`src/rtl/naozhong_pkg.sv`:
```
// naozhong_pkg: shared state encodings, BCD field limits and edit-field select codes
// for the alarm-time setting block.
package naozhong_pkg;

   typedef enum logic [1:0] {
      ST_IDLE     = 2'd0,
      ST_SET_HOUR = 2'd1,
      ST_SET_MIN  = 2'd2
   } state_e;

   localparam logic [7:0] HOUR_MAX = 8'h23;
   localparam logic [7:0] MIN_MAX  = 8'h59;

   localparam logic [1:0] SEL_NONE = 2'b00;
   localparam logic [1:0] SEL_HOUR = 2'b10;
   localparam logic [1:0] SEL_MIN  = 2'b01;

endpackage

```
`src/rtl/bcd_updown_wrap.sv`:
```
// bcd_updown_wrap: combinational +1/-1 on a two-digit BCD value wrapping between 00 and max.
// Simultaneous up and dn cancel, leaving the value unchanged.
module bcd_updown_wrap (
   input  logic [7:0] in,
   input  logic [7:0] max,
   input  logic       up,
   input  logic       dn,
   output logic [7:0] out
);

   always_comb begin
      out = in;
      if (up && !dn)
         out = (in == max)          ? 8'h00 :
               (in[3:0] == 4'd9)    ? {in[7:4] + 4'd1, 4'd0} :
                                      {in[7:4], in[3:0] + 4'd1};
      else if (dn && !up)
         out = (in == 8'h00)        ? max :
               (in[3:0] == 4'd0)    ? {in[7:4] - 4'd1, 4'd9} :
                                      {in[7:4], in[3:0] - 4'd1};
   end

endmodule

```
`src/rtl/naozhong_set.sv`:
```
// naozhong_set: alarm-time setter; keys edit shadow BCD hour/minute, committed on the final mode press.
// Define AUTO_REPEAT_EN to add held-key auto-repeat (REPEAT_DLY / REPEAT_PER).
module naozhong_set
   import naozhong_pkg::*;
#(
   parameter logic [7:0]  HOUR_INIT   = 8'h07,
   parameter logic [7:0]  MIN_INIT    = 8'h00,
   parameter logic [31:0] TIMEOUT_CYC = 32'd500_000_000
`ifdef AUTO_REPEAT_EN
   ,
   parameter logic [31:0] REPEAT_DLY  = 32'd25_000_000,
   parameter logic [31:0] REPEAT_PER  = 32'd5_000_000
`endif
) (
   input  logic       clk,
   input  logic       rst_n,
   input  logic       key_mode,
   input  logic       key_inc,
   input  logic       key_dec,
   output logic [7:0] shi_nao,
   output logic [7:0] fen_nao,
   output logic       set_active,
   output logic [1:0] sel_field,
   output logic [7:0] edit_shi,
   output logic [7:0] edit_fen
);

   state_e      state_q, state_d;
   logic        mode_prev_q, inc_prev_q, dec_prev_q;
   logic        ev_mode, ev_inc, ev_dec;
   logic        rep_up, rep_dn, step_up, step_dn, any_ev;
   logic [31:0] cnt_q, cnt_d;
   logic [7:0]  shi_nao_q, shi_nao_d, fen_nao_q, fen_nao_d;
   logic [7:0]  edit_shi_q, edit_shi_d, edit_fen_q, edit_fen_d;
   logic [7:0]  hour_nxt, min_nxt;
   logic        set_active_q, set_active_d;
   logic [1:0]  sel_field_q, sel_field_d;

   assign ev_mode = key_mode & ~mode_prev_q;
   assign ev_inc  = key_inc  & ~inc_prev_q;
   assign ev_dec  = key_dec  & ~dec_prev_q;
   assign step_up = ev_inc | rep_up;
   assign step_dn = ev_dec | rep_dn;
   assign any_ev  = ev_mode | step_up | step_dn;

`ifdef AUTO_REPEAT_EN
   logic [31:0] rep_cnt_q, rep_cnt_d;
   logic        rep_on_q, rep_on_d, rep_fire, held;

   // Delay phase counts to REPEAT_DLY from the press edge, then period phase re-fires every REPEAT_PER.
   always_comb begin
      held      = (key_inc ^ key_dec) && (state_q != ST_IDLE);
      rep_fire  = held && (rep_on_q ? (rep_cnt_q == REPEAT_PER) : (rep_cnt_q == REPEAT_DLY));
      rep_cnt_d = !held ? 32'd0 : (ev_inc | ev_dec | rep_fire) ? 32'd1 : rep_cnt_q + 32'd1;
      rep_on_d  = held && !(ev_inc | ev_dec) && (rep_on_q || rep_fire);
      rep_up    = rep_fire & key_inc;
      rep_dn    = rep_fire & key_dec;
   end

   always_ff @(posedge clk or negedge rst_n) begin
      if (!rst_n) begin
         rep_cnt_q <= 32'd0;
         rep_on_q  <= 1'b0;
      end else begin
         rep_cnt_q <= rep_cnt_d;
         rep_on_q  <= rep_on_d;
      end
   end
`else
   assign rep_up = 1'b0;
   assign rep_dn = 1'b0;
`endif

   bcd_updown_wrap u_hour (
      .in  (edit_shi_q),
      .max (HOUR_MAX),
      .up  (step_up),
      .dn  (step_dn),
      .out (hour_nxt)
   );

   bcd_updown_wrap u_min (
      .in  (edit_fen_q),
      .max (MIN_MAX),
      .up  (step_up),
      .dn  (step_dn),
      .out (min_nxt)
   );

   always_comb begin
      state_d    = state_q;
      shi_nao_d  = shi_nao_q;
      fen_nao_d  = fen_nao_q;
      edit_shi_d = edit_shi_q;
      edit_fen_d = edit_fen_q;
      cnt_d      = 32'd0;
      case (state_q)
         ST_IDLE:
            if (ev_mode) begin
               state_d    = ST_SET_HOUR;
               edit_shi_d = shi_nao_q;
               edit_fen_d = fen_nao_q;
            end
         ST_SET_HOUR:
            if (ev_mode) state_d = ST_SET_MIN;
            else         edit_shi_d = hour_nxt;
         ST_SET_MIN:
            if (ev_mode) begin
               state_d   = ST_IDLE;
               shi_nao_d = edit_shi_q;
               fen_nao_d = edit_fen_q;
            end else begin
               edit_fen_d = min_nxt;
            end
         default:
            state_d = ST_IDLE;
      endcase
      // Abandon an idle edit session without committing; the shadows reload on the next entry.
      if (state_q != ST_IDLE && !any_ev) begin
         if (cnt_q == TIMEOUT_CYC - 32'd1) state_d = ST_IDLE;
         else                              cnt_d   = cnt_q + 32'd1;
      end
      set_active_d = (state_d != ST_IDLE);
      sel_field_d  = (state_d == ST_SET_HOUR) ? SEL_HOUR :
                     (state_d == ST_SET_MIN)  ? SEL_MIN  : SEL_NONE;
   end

   always_ff @(posedge clk or negedge rst_n) begin
      if (!rst_n) begin
         state_q      <= ST_IDLE;
         mode_prev_q  <= 1'b0;
         inc_prev_q   <= 1'b0;
         dec_prev_q   <= 1'b0;
         cnt_q        <= 32'd0;
         shi_nao_q    <= HOUR_INIT;
         fen_nao_q    <= MIN_INIT;
         edit_shi_q   <= HOUR_INIT;
         edit_fen_q   <= MIN_INIT;
         set_active_q <= 1'b0;
         sel_field_q  <= SEL_NONE;
      end else begin
         state_q      <= state_d;
         mode_prev_q  <= key_mode;
         inc_prev_q   <= key_inc;
         dec_prev_q   <= key_dec;
         cnt_q        <= cnt_d;
         shi_nao_q    <= shi_nao_d;
         fen_nao_q    <= fen_nao_d;
         edit_shi_q   <= edit_shi_d;
         edit_fen_q   <= edit_fen_d;
         set_active_q <= set_active_d;
         sel_field_q  <= sel_field_d;
      end
   end

   assign shi_nao    = shi_nao_q;
   assign fen_nao    = fen_nao_q;
   assign edit_shi   = edit_shi_q;
   assign edit_fen   = edit_fen_q;
   assign set_active = set_active_q;
   assign sel_field  = sel_field_q;

endmodule
```
`config.mk`:
```
export PLATFORM = sky130hd
export DESIGN_NAME = naozhong_set
export DESIGN_NICKNAME = d
export VERILOG_FILES = /design/src/rtl/naozhong_pkg.sv /design/src/rtl/bcd_updown_wrap.sv /design/src/rtl/naozhong_set.sv
export SDC_FILE = /design/constraint.sdc
export NUM_CORES = 1
export LEC_CHECK = 0
export CAP_MARGIN = 15
export CORE_UTILIZATION = 35
export DETAILED_ROUTE_END_ITERATION = 10
export DONT_BUFFER_PORTS = 1
export PLACE_DENSITY = 0.57
export SYNTH_ARGS = -nofsm -noshare
export SYNTH_HDL_FRONTEND = slang
export SYNTH_SLANG_ARGS = --single-unit
```
`constraint.sdc`:
```
create_clock -name clk -period 2.82 [get_ports clk]
set_input_delay 0.564 -clock clk [delete_from_list [all_inputs] [get_ports clk]]
set_output_delay 0.564 -clock clk [all_outputs]
set_load 0.01 [all_outputs]
```
==> PnR_summary.wiki <==
{| class="wikitable"
! Metric !! Value
|-
| Outcome || finished, final reports clean
|-
| WL/cell || 16.4 um
|-
| Syn Std Cell Area || 0.00414 mm^2
|-
| Final-report hold violation count || 0
|-
| Floorplan core area || 0.0115 mm^2
|-
| Upper clock frequency limit || 440 MHz
|-
| First-pass GRT wire length || 15.6 mm
|-
| Maximum number of pins on one net before global-route repair || 67
|-
| Min Clock Period, post-route || 2.27 ns
|-
| Vias || 3,177
|-
| Count of buffers inserted at the top-level ports || 0
|-
| Leakage || 1.93 nW
|-
| DP Worst Slack || 0.561 ns
|-
| TritonCTS buffer count || 9
|-
| Kind of critical path || reg2reg
|-
| Reg clk slew, reported paths || 0.06 ns
|-
| Die Outline Area || 0.0123 mm^2
|-
| Post-route clock skew || 0.0114 ns
|-
| Endpoint kind of the worst setup timing path || flip-flop
|-
| Number of slew-limit violations in the final report || 0
|-
| Min setup slack post-route || 0.548 ns
|-
| Share of the core filled with cells in the final layout || 40.5%
|-
| Total of cells resized after clock tree synthesis || 0
|-
| GRT Residual Overflow || 0
|-
| Via density per instance || 5.54
|-
| Library cells used by synthesis || 63
|-
| Diodes inserted || 0
|-
| CP Launch Point || edit_shi[0]$_DFFE_PN1P_
|-
| Slew Limit Headroom || 58.3%
|-
| Highest-delay cell along the critical path || sky130_fd_sc_hd__dfstp_2
|-
| Number of levels the H-tree was split into || 3
|-
| Number of buffers between clock root and the deepest sink || 2
|-
| NumNets Final || 445
|-
| Prevailing post-synth register cell || sky130_fd_sc_hd__dfrtp_1
|-
| I/O pins || 40
|-
| GP Congestion || 0.868
|-
| Power density relative to cell area || 909 mW/mm^2
|-
| Launching point of the worst reg2reg path || edit_shi[0]$_DFFE_PN1P_
|-
| Antenna violations before repair || 0
|-
| Cell-by-cell listing of the critical path || inv_1 > ha_1 > nor3b_1 > nand3_1 > a221oi_2 > and2_2 > mux2_1
|-
| Synth area leaders || sky130_fd_sc_hd__dfrtp_1, sky130_fd_sc_hd__nor2_1, sky130_fd_sc_hd__xor2_1, sky130_fd_sc_hd__ha_1, sky130_fd_sc_hd__mux2_2
|-
| Critical path arrival || 2.50 ns
|-
| Proportion of register bits with asynchronous set or reset after synthesis || 100%
|-
| Worst-Margin Slew || 0.610 ns
|-
| Largest incremental delay on the critical path || 0.41 ns
|-
| Setup repair after global routing missed its margin || no
|-
| Required time of the worst setup path || 3.05 ns
|-
| Clock tree from TritonCTS || yes
|-
| Commonest non-fill, non-tap cell in the layout || sky130_fd_sc_hd__dfrtp_1
|-
| DRC violation count after routing || 0
|-
| Max Cap Viol || 0
|-
| Mapped Cells || 422
|-
| Die Y-Extent || 111 um
|-
| Synthesized flop and latch total || 72
|-
| Global-route usage over all layers || 16.0%
|-
| Number of detailed-route iterations in the first pass || 4
|-
| Final routed wirelength across all metal layers || 9.39 mm
|-
| Post-detail-place hpwl || 6.37 mm
|-
| Fraction of layout cells with a size suffix above 1 || 14.2%
|-
| Clock sinks || 72
|-
| Hold Path Class || in2async
|-
| Maximum vdd drop || 0.487 mV
|-
| Post-route clock period utilization || 80.6%
|-
| Share of synthesized area occupied by flip-flops and latches || 43.7%
|-
| Post-synth top area share || 39.9%
|-
| Number of enable-type register cells in the synthesized netlist || 0
|-
| Layout overhead on the synthesized area || 12.2%
|-
| Worst-skew pair later-pin latency || 0.35 ns
|-
| Count of endpoints failing setup in the final report || 0
|-
| CTS Root Buffer Type || sky130_fd_sc_hd__clkbuf_16
|-
| Maximum fanout along the worst path || 7
|-
| Reg2Reg Depth || 7
|-
| Die Width || 111 um
|-
| Number of nets still failing antenna checks after routing || 0
|-
| Initial Util || 36.1%
|-
| CP startpoint kind || flip-flop
|-
| Sum Neg Setup Slack || 0 ns
|-
| Number of core rows || 39
|-
| Iter 0 DRT Violations || 111
|-
| Warning count from the yosys run || 0
|-
| Commonest cells after routing, fill and taps aside || sky130_fd_sc_hd__dfrtp_1, sky130_fd_sc_hd__nor2_1, sky130_fd_sc_hd__nand3_1, sky130_fd_sc_hd__xor2_1, sky130_fd_sc_hd__nand2_1
|-
| Number of global-route vias before repair || 3,153
|-
| Top cell type by total area after synthesis || sky130_fd_sc_hd__dfrtp_1
|-
| Synth Net Count || 442
|-
| Mean instance size in the synthesized netlist || 9.82 um^2
|}
==> cells by family (layout without fill, tap and decap cells) <==
kind of cell | count (synthesis) | count (layout) | share of synthesized area, %
flip-flops | 72 | 72 | 43.7
multiplexers | 20 | 20 | 5.38
AND/OR/NAND/NOR | 183 | 183 | 24.1
XOR/XNOR | 33 | 33 | 6.98
buffers and inverters | 30 | 38 | 3.41
adder cells (fa/ha/maj) | 15 | 15 | 4.53
AO/OA/AOI/OAI | 69 | 69 | 12.0
==> synth_stat cells, types with 4 or more instances <==
cell type,count
sky130_fd_sc_hd__xor2_1,23
sky130_fd_sc_hd__dfrtp_1,66
sky130_fd_sc_hd__nand3_1,23
sky130_fd_sc_hd__inv_1,15
sky130_fd_sc_hd__a31oi_1,6
sky130_fd_sc_hd__and3_1,7
sky130_fd_sc_hd__nor2b_1,9
sky130_fd_sc_hd__nand2_1,21
sky130_fd_sc_hd__or3b_2,4
sky130_fd_sc_hd__nor3_1,10
sky130_fd_sc_hd__dfstp_2,6
sky130_fd_sc_hd__o21ai_0,9
sky130_fd_sc_hd__mux2_2,16
sky130_fd_sc_hd__ha_1,15
sky130_fd_sc_hd__o31ai_1,4
sky130_fd_sc_hd__a21oi_1,11
sky130_fd_sc_hd__a211oi_1,7
sky130_fd_sc_hd__clkbuf_1,6
sky130_fd_sc_hd__nor4_1,5
sky130_fd_sc_hd__xnor2_1,10
sky130_fd_sc_hd__nor4b_1,4
sky130_fd_sc_hd__buf_2,5
sky130_fd_sc_hd__nand4_1,14
sky130_fd_sc_hd__nor2_1,58
sky130_fd_sc_hd__nand2b_1,7
==> routing by layer <==
metal | share of wire [%] | wire (um) | global-route usage (%)
met5 | 0 | 0 | 0
met4 | 2.8 | 263 | 7.20
met3 | 5.3 | 497 | 5.74
met2 | 46 | 4280 | 24.6
met1 | 46 | 4340 | 20.2
==> cell type report <==
class | instances | area (um^2)
clock buffer | 13 | 250
clock inverter | 3 | 90.1
sequential | 72 | 1810
fill | 1131 | 6820
multi-input combinational | 320 | 2190
tap | 143 | 179
timing repair buffer | 7 | 72.6
inverter | 15 | 56.3
==> registers in the layout (all words and copies together) (netlist names) <==
register	count
sel_field	2
set_active	1
shi_nao	8
fen_nao	8
edit_fen	8
mode_prev_q	1
inc_prev_q	1
edit_shi	8
state_q	2
cnt_q	32
dec_prev_q	1
==> final timing paths <==
kind,end,slack [ns]
min in group clk,dec_prev_q$_DFF_PN0_,0.24
max reg2reg,edit_shi[5]$_DFFE_PN0P_,0.55
max,edit_shi[5]$_DFFE_PN0P_,0.55
max in group asynchronous,edit_fen[0]$_DFFE_PN0P_,2.44
min reg2reg,cnt_q[0]$_DFF_PN0_,0.51
min,shi_nao[1]$_DFFE_PN1P_,0.06
==> report_power, final <==
group | leakage, nW | internal (mW) | switching, mW
sequential | 0.949 | 1.28 | 0.422
combinational | 0.820 | 0.512 | 0.688
clock | 0.164 | 0.890 | 0.433
==> stage by stage <==
step	power (mW)	instance area, um^2	std cells	hold slack [ns]
2_1_floorplan	2.57	4140	422	0.268
4_1_cts	4.26	4650	573	0.0478
3_5_place_dp	2.89	4280	556	0.273
6_report	4.23	4650	573	0.0643
3_3_place_gp	2.87	4280	556	0.273
5_1_grt	4.48	4650	573	0.0437
==> timing repair <==
item | in CTS | in global routing
hold buffers | 1 | 0
endpoints found under the hold margin | 66 | 0
setup buffers | 0 | 0
==> worst max-delay path, delay by kind of cell (launching register included) <==
kind	cells	cell delay (ns)
and+or+nand+nor	3	0.73
DFF	1	0.41
muxes	1	0.32
AOI/OAI and AO/OA	1	0.31
adders and majority gates	1	0.28
buffers and inverters	1	0.11
(Power assumes the default switching activity.)
